[config.mk]
export PLATFORM = sky130hd
export DESIGN_NAME = operand_collector10
export DESIGN_NICKNAME = d
export VERILOG_FILES = /design/src/rtl/adder_tree_pkg.sv /design/src/rtl/opnd_bank.sv /design/src/rtl/operand_collector10.sv
export SDC_FILE = /design/constraint.sdc
export NUM_CORES = 1
export LEC_CHECK = 0
export BUFFER_PORTS_ARGS = -buffer_cell sky130_fd_sc_hd__buf_2
export CAP_MARGIN = 20
export CELL_PAD_IN_SITES_DETAIL_PLACEMENT = 1
export CELL_PAD_IN_SITES_GLOBAL_PLACEMENT = 2
export CORE_MARGIN = 3
export CORE_UTILIZATION = 34
export DETAILED_ROUTE_END_ITERATION = 8
export GPL_TIMING_DRIVEN = 0
export MAX_ROUTING_LAYER = met4
export PLACE_DENSITY = 0.75
export SLEW_MARGIN = 20
export SYNTH_ARGS = -nofsm -noshare
export SYNTH_HDL_FRONTEND = slang
export SYNTH_SLANG_ARGS = --single-unit
[constraint.sdc]
create_clock -name clk -period 2.96 [get_ports clk]
set_clock_uncertainty 0.2 [all_clocks]
set_input_delay 0.148 -clock clk [delete_from_list [all_inputs] [get_ports clk]]
set_output_delay 0.148 -clock clk [all_outputs]
set_load 0.005 [all_outputs]
[src/rtl/adder_tree_pkg.sv]
// Shared constants for the 10-operand adder tree and its operand collector.
// Operand width, operand count, counter width and the collector state encoding.
package adder_tree_pkg;

    localparam int WIDTH = 7;
    localparam int NOPS  = 10;
    localparam int CNT_W = $clog2(NOPS);

    localparam logic [1:0] FILL = 2'd0;
    localparam logic [1:0] EVAL = 2'd1;
    localparam logic [1:0] DONE = 2'd2;

endpackage

[src/rtl/opnd_bank.sv]
// NOPS x WIDTH operand register file; one slot written per cycle, all slots read in parallel.
// Slots are never cleared except by reset, so stale operands stay on the flat bus.
module opnd_bank
    import adder_tree_pkg::*;
(
    input  logic                  clk,
    input  logic                  rst,
    input  logic                  we,
    input  logic [CNT_W-1:0]      idx,
    input  logic [WIDTH-1:0]      wdata,
    output logic [NOPS*WIDTH-1:0] ops_flat
);

    logic [WIDTH-1:0] slot [NOPS];

    always_ff @(posedge clk or posedge rst) begin
        if (rst) begin
            for (int k = 0; k < NOPS; k++) slot[k] <= '0;
        end else if (we) begin
            for (int k = 0; k < NOPS; k++) begin
                if (idx == CNT_W'(k)) slot[k] <= wdata;
            end
        end
    end

    for (genvar g = 0; g < NOPS; g++) begin : g_flat
        assign ops_flat[g*WIDTH +: WIDTH] = slot[g];
    end

endmodule

[src/rtl/operand_collector10.sv]
// Serial-in operand collector for the 10-operand adder tree: fills the bank, gives the tree
// one quiet cycle to settle, then registers and hands off the tree's sum and carry-out.
module operand_collector10
    import adder_tree_pkg::*;
(
    input  logic                  clk,
    input  logic                  rst,
    input  logic                  in_valid,
    output logic                  in_ready,
    input  logic [WIDTH-1:0]      in_data,
    input  logic                  in_ci,
    input  logic                  flush,
    output logic [NOPS*WIDTH-1:0] ops_flat,
    output logic                  tree_ci,
    input  logic [WIDTH-1:0]      tree_s,
    input  logic                  tree_co,
    output logic                  out_valid,
    input  logic                  out_ready,
    output logic [WIDTH-1:0]      out_sum,
    output logic                  out_co
);

    localparam logic [CNT_W-1:0] LAST = CNT_W'(NOPS - 1);

    logic [1:0]       state;
    logic [CNT_W-1:0] cnt;
    logic             accept;

    assign in_ready = (state == FILL);
    // flush wins over a simultaneous offer so an aborted batch never gets a stray write
    assign accept   = in_ready && in_valid && !flush;

    opnd_bank u_bank (
        .clk      (clk),
        .rst      (rst),
        .we       (accept),
        .idx      (cnt),
        .wdata    (in_data),
        .ops_flat (ops_flat)
    );

    always_ff @(posedge clk or posedge rst) begin
        if (rst) begin
            state     <= FILL;
            cnt       <= '0;
            tree_ci   <= 1'b0;
            out_valid <= 1'b0;
            out_sum   <= '0;
            out_co    <= 1'b0;
        end else begin
            case (state)
                FILL: begin
                    if (flush) begin
                        cnt <= '0;
                    end else if (accept) begin
                        if (cnt == '0) tree_ci <= in_ci;
                        if (cnt == LAST) begin
                            cnt   <= '0;
                            state <= EVAL;
                        end else begin
                            cnt <= cnt + 1'b1;
                        end
                    end
                end
                EVAL: begin
                    out_sum   <= tree_s;
                    out_co    <= tree_co;
                    out_valid <= 1'b1;
                    state     <= DONE;
                end
                DONE: begin
                    if (out_ready) begin
                        out_valid <= 1'b0;
                        state     <= FILL;
                    end
                end
                default: begin
                    state     <= FILL;
                    cnt       <= '0;
                    out_valid <= 1'b0;
                end
            endcase
        end
    end

endmodule

==> results of run 1 <==
worst reg2reg max path, delay by kind of cell (launching register included):
kind                       cells  cell delay, ns
buffers and inverters          2            0.31
adders and majority gates      1            0.21
DFF                            1            0.39
muxes                          1            0.43
and+or+nand+nor                2            0.97
layer usage:
layer / vias to the layer above / share of wire
met3: 9 / 0.047
met1: 1202 / 0.45
met2: 63 / 0.49
met5: - / 0
met4: 0 / 0.013
li1: 1041 / -
power by group through the flow:
stage	sequential, mW	clock [mW]	combinational [mW]
global placement	1.36	0	0.324
finish	1.34	0.991	0.345
floorplan	1.37	0	0.153
CTS	1.34	1.02	0.353
detailed placement	1.37	0	0.338
global route	1.36	1.09	0.382
cells in the mapped netlist (2+ instances only):
cell and instances:
a21oi_1 2, mux2_2 73, mux2_4 7, nor2b_1 3, dfrtp_1 86, nand3_1 2
nor2_1 5, nand2_1 7, clkbuf_1 4, o21ai_0 7, buf_1 7, inv_1 5
nand2b_1 3, ha_1 3, nor3_1 4
final timing paths:
check / startpoint / to / slack, ns
worst max-delay path: state[1] / u_bank.ops_flat[57] / 0.35
worst min-delay path: out_ready / state[0] / 0.08
worst max register to register: state[1] / u_bank.ops_flat[57] / 0.35
worst min register to register: u_bank.ops_flat[54] / u_bank.ops_flat[54] / 0.30
max in group asynchronous: rst / u_bank.ops_flat[18] / 1.75
min in group asynchronous: rst / u_bank.ops_flat[61] / 0.20
state kept, by name (all words and copies together), names as in the netlist:
name and flops:
out_valid 1, cnt 4, tree_ci 1, u_bank.ops_flat 70
out_sum 7, state 2, out_co 1
through the flow:
stage               TNS (ns)  hold slack [ns]
finish                     0           0.0806
global route               0            0.151
CTS                        0           0.0655
detailed placement         0           0.0416
global placement      -59.82            0.181
floorplan                  0           0.0997
cells by family (layout without fill, tap and decap cells):
| kind of cell | after synthesis | count (layout) | share of synthesized area |
|---|---|---|---|
| simple gates | 30 | 30 | 0.0470 |
| compound gates | 13 | 13 | 0.0215 |
| xor+xnor | 1 | 1 | 0.00255 |
| mux | 80 | 80 | 0.270 |
| buf+inv | 18 | 140 | 0.0222 |
| fa+ha+maj | 3 | 3 | 0.0109 |
| flops | 86 | 86 | 0.626 |
area by class of cell:
| cell class | count | area [um2] | share of cell area |
|---|---|---|---|
| Buffer | 13 | 57.6 | 0.0129 |
| Tap cell | 133 | 166 | 0.0372 |
| Clock buffer | 10 | 138 | 0.0308 |
| Multi-Input combinational cell | 127 | 1210 | 0.270 |
| Sequential cell | 86 | 2150 | 0.482 |
| Inverter | 5 | 21.3 | 0.00476 |
| Timing Repair Buffer | 107 | 618 | 0.138 |
| Clock inverter | 5 | 108 | 0.0241 |
layout by cell type, fill, tap and decap left out, types with 4 or more instances in the layout:
cell | synthesis | final
clkbuf_8 | 0 | 10
buf_2 | 1 | 95
nand2_1 | 7 | 7
dlygate4sd3_1 | 0 | 12
nor2_1 | 5 | 5
dfrtp_1 | 86 | 86
o21ai_0 | 7 | 7
nor3_1 | 4 | 4
clkbuf_1 | 4 | 4
inv_1 | 5 | 4
mux2_2 | 73 | 73
buf_1 | 7 | 7
mux2_4 | 7 | 7
==> summary.md, run 1 <==
| Metric | Value |
|---|---|
| CTS clock-pin slew for the worst setup and hold paths | `0.08 ns` |
| Pin count of the biggest net entering global routing | `47` |
| Ys async rst share | `1.00` |
| DRC viols | `0` |
| Synth area leader | `dfrtp_1` |
| Seq/Total Area, Yosys | `0.626` |
| Post-CTS resize count | `0` |
| Final worst setup slack | `0.345 ns` |
| Antenna viol nets, final | `0` |
| Layout cell share with drive strength beyond 1 | `0.552` |
| M3 GR Usage | `0.0370` |
| Tmin final | `2.61 ns` |
| Critical path's largest stage delay | `0.87 ns` |
| Internal | `2.06 mW` |
| Critical path cell sequence | `inv_1, ha_1, nand2b_1, buf_2, nor4_2, mux2_2` |
| GPL Wtd Cong | `0.768` |
| # setup viols final | `0` |
| Sw power | `0.622 mW` |
| Busiest grt layer | `met2` |
| Post-DP HPWL | `5860 um` |
| Logic pwr share | `0.129` |
| GR Overflow Total | `0` |
| Synth top area share | `0.626` |
| Total power | `2.68 mW` |
| Wire per inst | `17.5 um` |
| Top delay family on crit path | `simple AND/OR/NAND/NOR gates` |
| Cts hold-fix bufs | `12` |
| Hold Violations, Final | `0` |
| Setup WS pre-CTS | `0.293 ns` |
| Crit-path slowest cell | `nor4_2` |
| Yosys warns | `0` |
| FILL cells | `1041` |
| Pleak | `2.39 nW` |
| Die area | `11400 um2` |
| Post-synth EDFFs | `0` |
| Data required, critical path | `2.99 ns` |
| Max Freq | `0.382 GHz` |
| Total wire length | `8510 um` |
| Placed Cells | `459` |
| VDD IR-drop max | `0.204 mV` |
| Worst-Skew Late Latency | `0.35 ns` |
| Post-Layout Cell Count | `486` |
| Area Overhead vs Synth | `30.0%` |
| Flop pwr share | `0.501` |
| Worst hold stages | `4` |
| Clk root buf | `clkbuf_8` |
| Placeable Area | `9820 um2` |
| DR iter-0 viols | `82` |
| Length in cells of the worst reg-to-reg path | `6` |
| Initial cell density of the core | `0.350` |
| Vias in the first global route | `2427` |
| Met2 global-route usage | `0.262` |
| Pwr Density | `599 nW/um2` |
| Chip Width | `107 um` |
| Total GRT Usage | `0.161` |
| Cell depth of the worst setup path | `6` |
| Number of port buffers | `94` |
| Synth Flop Type | `dfrtp_1` |
| Critical Path Start Type | `register` |
| Mean post-synth cell area | `14.9 um2` |
| Net Sw Frac | `0.232` |
| H-tree Lvls | `3` |
| Postcts setup bufs | `0` |
| # rows | `36` |
| Initial antenna violation count | `0` |
| Crit path kind | `reg2reg` |
| Worst slew margin | `0.296` |
| Synth area leaders | `dfrtp_1, mux2_2, mux2_4, ha_1, o21ai_0` |
| Worst-path fanout max | `10` |
| #FFs+latches synth | `86` |
| Max Cap Viol | `0` |
| Gate Count Post-Synth | `231` |
| Num CTS Buffers | `9` |
| IO Pins | `102` |
| Hold Crit Class | `in2reg` |
| Max-slew violation count | `0` |
| Fin crit share | `0.883` |
| Clock buffer depth | `2` |
| Vias per cell | `4.76` |
| DRT Pass-1 Iters | `4` |
| WP buf/inv | `2` |
| Final nets | `373` |
| RSZ-0062 raised after global routing | `false` |
| Mapped Area | `3440 um2` |
| Clock network power share | `0.370` |
| Met1 GRT Util | `0.203` |
| Status | `finished clean` |
| Syn Nets | `255` |
| Die Height | `107 um` |
| Crit. End Element | `register` |
| Final Util | `0.455` |
| Arrival time worst endpoint | `2.64 ns` |
| Final instance area | `4470 um2` |
| # clock sinks | `86` |
| Diode count | `0` |
| Worst Max-Slew Pin Slew | `1.05 ns` |
| Distinct cells, synth | `28` |
| DR vias | `2315` |
| First-pass GRT wire length | `13500 um` |
| Placed instance area | `4100 um2` |
| CTS tree | `done` |
(Power assumes the default switching activity.)
==> inputs of run 2 (changes only) <==
--- a/config.mk
+++ b/config.mk
@@ -5,16 +5,17 @@
 export SDC_FILE = /design/constraint.sdc
 export NUM_CORES = 1
 export LEC_CHECK = 0
+export ABC_AREA = 1
 export BUFFER_PORTS_ARGS = -buffer_cell sky130_fd_sc_hd__buf_2
 export CAP_MARGIN = 20
 export CELL_PAD_IN_SITES_DETAIL_PLACEMENT = 1
 export CELL_PAD_IN_SITES_GLOBAL_PLACEMENT = 2
 export CORE_MARGIN = 3
-export CORE_UTILIZATION = 34
+export CORE_UTILIZATION = 31
 export DETAILED_ROUTE_END_ITERATION = 8
 export GPL_TIMING_DRIVEN = 0
 export MAX_ROUTING_LAYER = met4
-export PLACE_DENSITY = 0.75
+export PLACE_DENSITY = 0.76
 export SLEW_MARGIN = 20
 export SYNTH_ARGS = -nofsm -noshare
 export SYNTH_HDL_FRONTEND = slang
==> run 2 against run 1 <==
Compared with the run above: critical path depth rose by 3; non-clock buffer count rose by 13; first-iteration DRC count rose by 8.5%; critical endpoint is now u_bank.ops_flat[36].
==> summary.md, run 2 <==
| Metric | Value |
|---|---|
| Status | `finished clean` |
| Logic pwr share | `0.251 (+0.122)` |
| Initial cell density of the core | `0.323 (-0.0272)` |
| Crit-path slowest cell | `dfrtp_1` |
| GPL Wtd Cong | `0.742 (-3.3%)` |
| # rows | `38 (+5.6%)` |
| VDD IR-drop max | `0.340 mV (+66%)` |
| Hold Crit Class | `in2reg` |
| CTS clock-pin slew for the worst setup and hold paths | `0.06 ns (-0.02 ns)` |
| Pleak | `2.59 nW (+8.7%)` |
| Worst slew margin | `0.672 (+0.376)` |
| Worst Max-Slew Pin Slew | `0.492 ns (-0.555 ns)` |
| Crit path kind | `reg2reg` |
| Setup TNS | `0 ns (unchanged)` |
| Max Cap Viol | `0 (unchanged)` |
| Top delay family on crit path | `buffers and inverters` |
| Total wire length | `9630 um (+13%)` |
| Die Height | `113 um (+6.4%)` |
| Ys async rst share | `1.00 (unchanged)` |
| DR vias | `2893 (+25%)` |
| Gate Count Post-Synth | `367 (+59%)` |
| Critical path's largest stage delay | `0.40 ns (-0.47 ns)` |
| Arrival time worst endpoint | `1.98 ns (-0.66 ns)` |
| DRC viols | `0 (unchanged)` |
| Synth cell count leaders | `nand2_1, dfrtp_1, o21ai_1` |
| Final nets | `522 (+40%)` |
| Placeable Area | `11100 um2 (+13%)` |
| Synth area leader | `dfrtp_1` |
| Mapped Area | `3580 um2 (+4.0%)` |
| Flop pwr share | `0.457 (-0.044)` |
| Layout cell share with drive strength beyond 1 | `0.314 (-0.238)` |
| Die area | `12900 um2 (+13%)` |
| Data required, critical path | `2.97 ns (-0.02 ns)` |
| Tmin final | `1.98 ns (-0.637 ns)` |
| Num CTS Buffers | `9 (unchanged)` |
| Seq/Total Area, Yosys | `0.602 (-0.0243)` |
| Chip Width | `113 um (+6.4%)` |
| Wire per inst | `15.0 um (-14%)` |
| GR Overflow Total | `0 (unchanged)` |
| Antenna viol nets, final | `0 (unchanged)` |
| # setup viols final | `0 (unchanged)` |
| WP buf/inv | `3 (+1)` |
| Pin count of the biggest net entering global routing | `53 (+13%)` |
| # clock sinks | `86 (unchanged)` |
| Vias per cell | `4.50 (-5.5%)` |
| Max Freq | `0.506 GHz (+32%)` |
| First-pass GRT wire length | `16000 um (+19%)` |
| DR iter-0 viols | `89 (+8.5%)` |
| Most frequent cells in the layout | `nand2_1, buf_2, dfrtp_1, o21ai_1, inv_1` |
| Clock network power share | `0.292 (-0.078)` |
| Mean post-synth cell area | `9.74 um2 (-35%)` |
| Synth area leaders | `dfrtp_1, nand2_1, o21ai_1, inv_1, o21ai_2` |
| H-tree Lvls | `3 (unchanged)` |
| Synth Flop Type | `dfrtp_1` |
| Pwr Density | `769 nW/um2 (+28%)` |
| Sw power | `1.13 mW (+82%)` |
| Placed instance area | `4290 um2 (+4.5%)` |
| Hold Violations, Final | `0 (unchanged)` |
| Critical Path Start Type | `register` |
| #FFs+latches synth | `86 (unchanged)` |
| Diode count | `0 (unchanged)` |
| Commonest non-fill, non-tap cell in the layout | `nand2_1` |
| Post-CTS resize count | `0 (unchanged)` |
| Max reg flops | `70 (unchanged)` |
| CTS tree | `done` |
| Yosys warns | `0 (unchanged)` |
| IO Pins | `102 (unchanged)` |
| Initial antenna violation count | `0 (unchanged)` |
| Worst-Skew Late Latency | `0.33 ns (-0.02 ns)` |
| Post-synth EDFFs | `0 (unchanged)` |
| Clk root buf | `clkbuf_16` |
| Synth top area share | `0.602 (-0.0243)` |
| Crit. End Element | `register` |
| Fin crit share | `0.668 (-0.215)` |
| Syn Nets | `391 (+53%)` |
| Total GRT Usage | `0.163 (+0.00237)` |
| Internal | `2.53 mW (+23%)` |
| Clock buffer depth | `2 (unchanged)` |
| Vias in the first global route | `3065 (+26%)` |
| DRT Pass-1 Iters | `4 (unchanged)` |
| Number of port buffers | `101 (+7.4%)` |
| Critical path cell sequence | `inv_1, ha_1, nand2_2, nor2_4, buf_12, nand3_4, buf_6, nand2_1, o21ai_2` |
| Max-slew violation count | `0 (unchanged)` |
| Top-count cell post-synth | `nand2_1` |
| Area Overhead vs Synth | `32.9%` |
| Worst-path fanout max | `10 (unchanged)` |
| RSZ-0062 raised after global routing | `false` |
| Final instance area | `4750 um2 (+6.4%)` |
| Distinct cells, synth | `21 (-25%)` |
| Post-DP HPWL | `7060 um (+20%)` |
| Net Sw Frac | `0.309 (+0.0771)` |
-- run 2: layout make-up --
class                           count  area (um2)
Multi-Input combinational cell    234        1150
Fill cell                        1300        6320
Clock buffer                       10         239
Buffer                             13         143
Clock inverter                      6        47.5
Tap cell                          140         175
Sequential cell                    86        2150
Inverter                           34         130
Timing Repair Buffer              120         713
-- run 2: cells by family (layout without fill, tap and decap cells) --
group,count (synthesis),in the layout,synth area share
AND/OR/NAND/NOR,154,154,0.191
buffers and inverters,47,183,0.0756
flip-flops,86,86,0.602
AO/OA/AOI/OAI,77,77,0.121
adder cells (fa/ha/maj),3,3,0.0105
-- run 2: worst paths after layout --
check / start / endpoint / slack, ns / depth (start not counted)
worst max register to register: state[1] / u_bank.ops_flat[36] / 0.98 / 9
max in group asynchronous: rst / u_bank.ops_flat[59] / 1.73 / 4
min in group asynchronous: rst / out_sum[1] / 0.20 / 3
worst max-delay path: state[1] / u_bank.ops_flat[36] / 0.98 / 9
worst min-delay path: out_ready / state[0] / 0.03 / 4
worst min register to register: out_sum[6] / out_sum[6] / 0.27 / 2
-- run 2: power by group through the flow --
stage | clock network, mW | logic, mW | registers, mW
global route | 1.16 | 1.05 | 1.72
global placement | 0 | 0.891 | 1.69
finish | 1.07 | 0.916 | 1.67
CTS | 1.11 | 0.942 | 1.67
floorplan | 0 | 0.420 | 1.71
detailed placement | 0 | 0.923 | 1.69
-- run 2: metrics by stage --
stage	worst slack [ns]	utilization	cells	power [mW]	hold WS (ns)
after floorplan	0.390	-	367	2.13	0.0605
after global routing	0.843	0.429	643	3.93	0.0612
after CTS	0.954	0.429	643	3.73	0.0139
after global placement	-0.763	0.384	608	2.58	0.148
final	0.983	0.429	643	3.66	0.0284
after detailed placement	0.967	0.387	609	2.61	0.0278
-- run 2: repair_timing --
action / 4_1_cts / 5_1_grt
endpoints found under the hold margin: 51 / 0
hold buffers: 18 / 0
setup buffers: 0 / 0
-- run 2: per-layer routing --
metal | part of all wire | routed length (um) | track usage
met1 | 0.45 | 4340 | 0.201
met2 | 0.50 | 4800 | 0.269
met3 | 0.039 | 375 | 0.0403
met4 | 0.012 | 112 | 0.0481
met5 | 0 | 0 | -
-- run 2: worst reg2reg max path, delay by kind of cell, from the launching register on --
family	cells	cell delay [ns]
flip-flops	1	0.40
buffers and inverters	3	0.45
AO/OA/AOI/OAI	1	0.05
adder cells (fa/ha/maj)	1	0.30
AND/OR/NAND/NOR	4	0.45
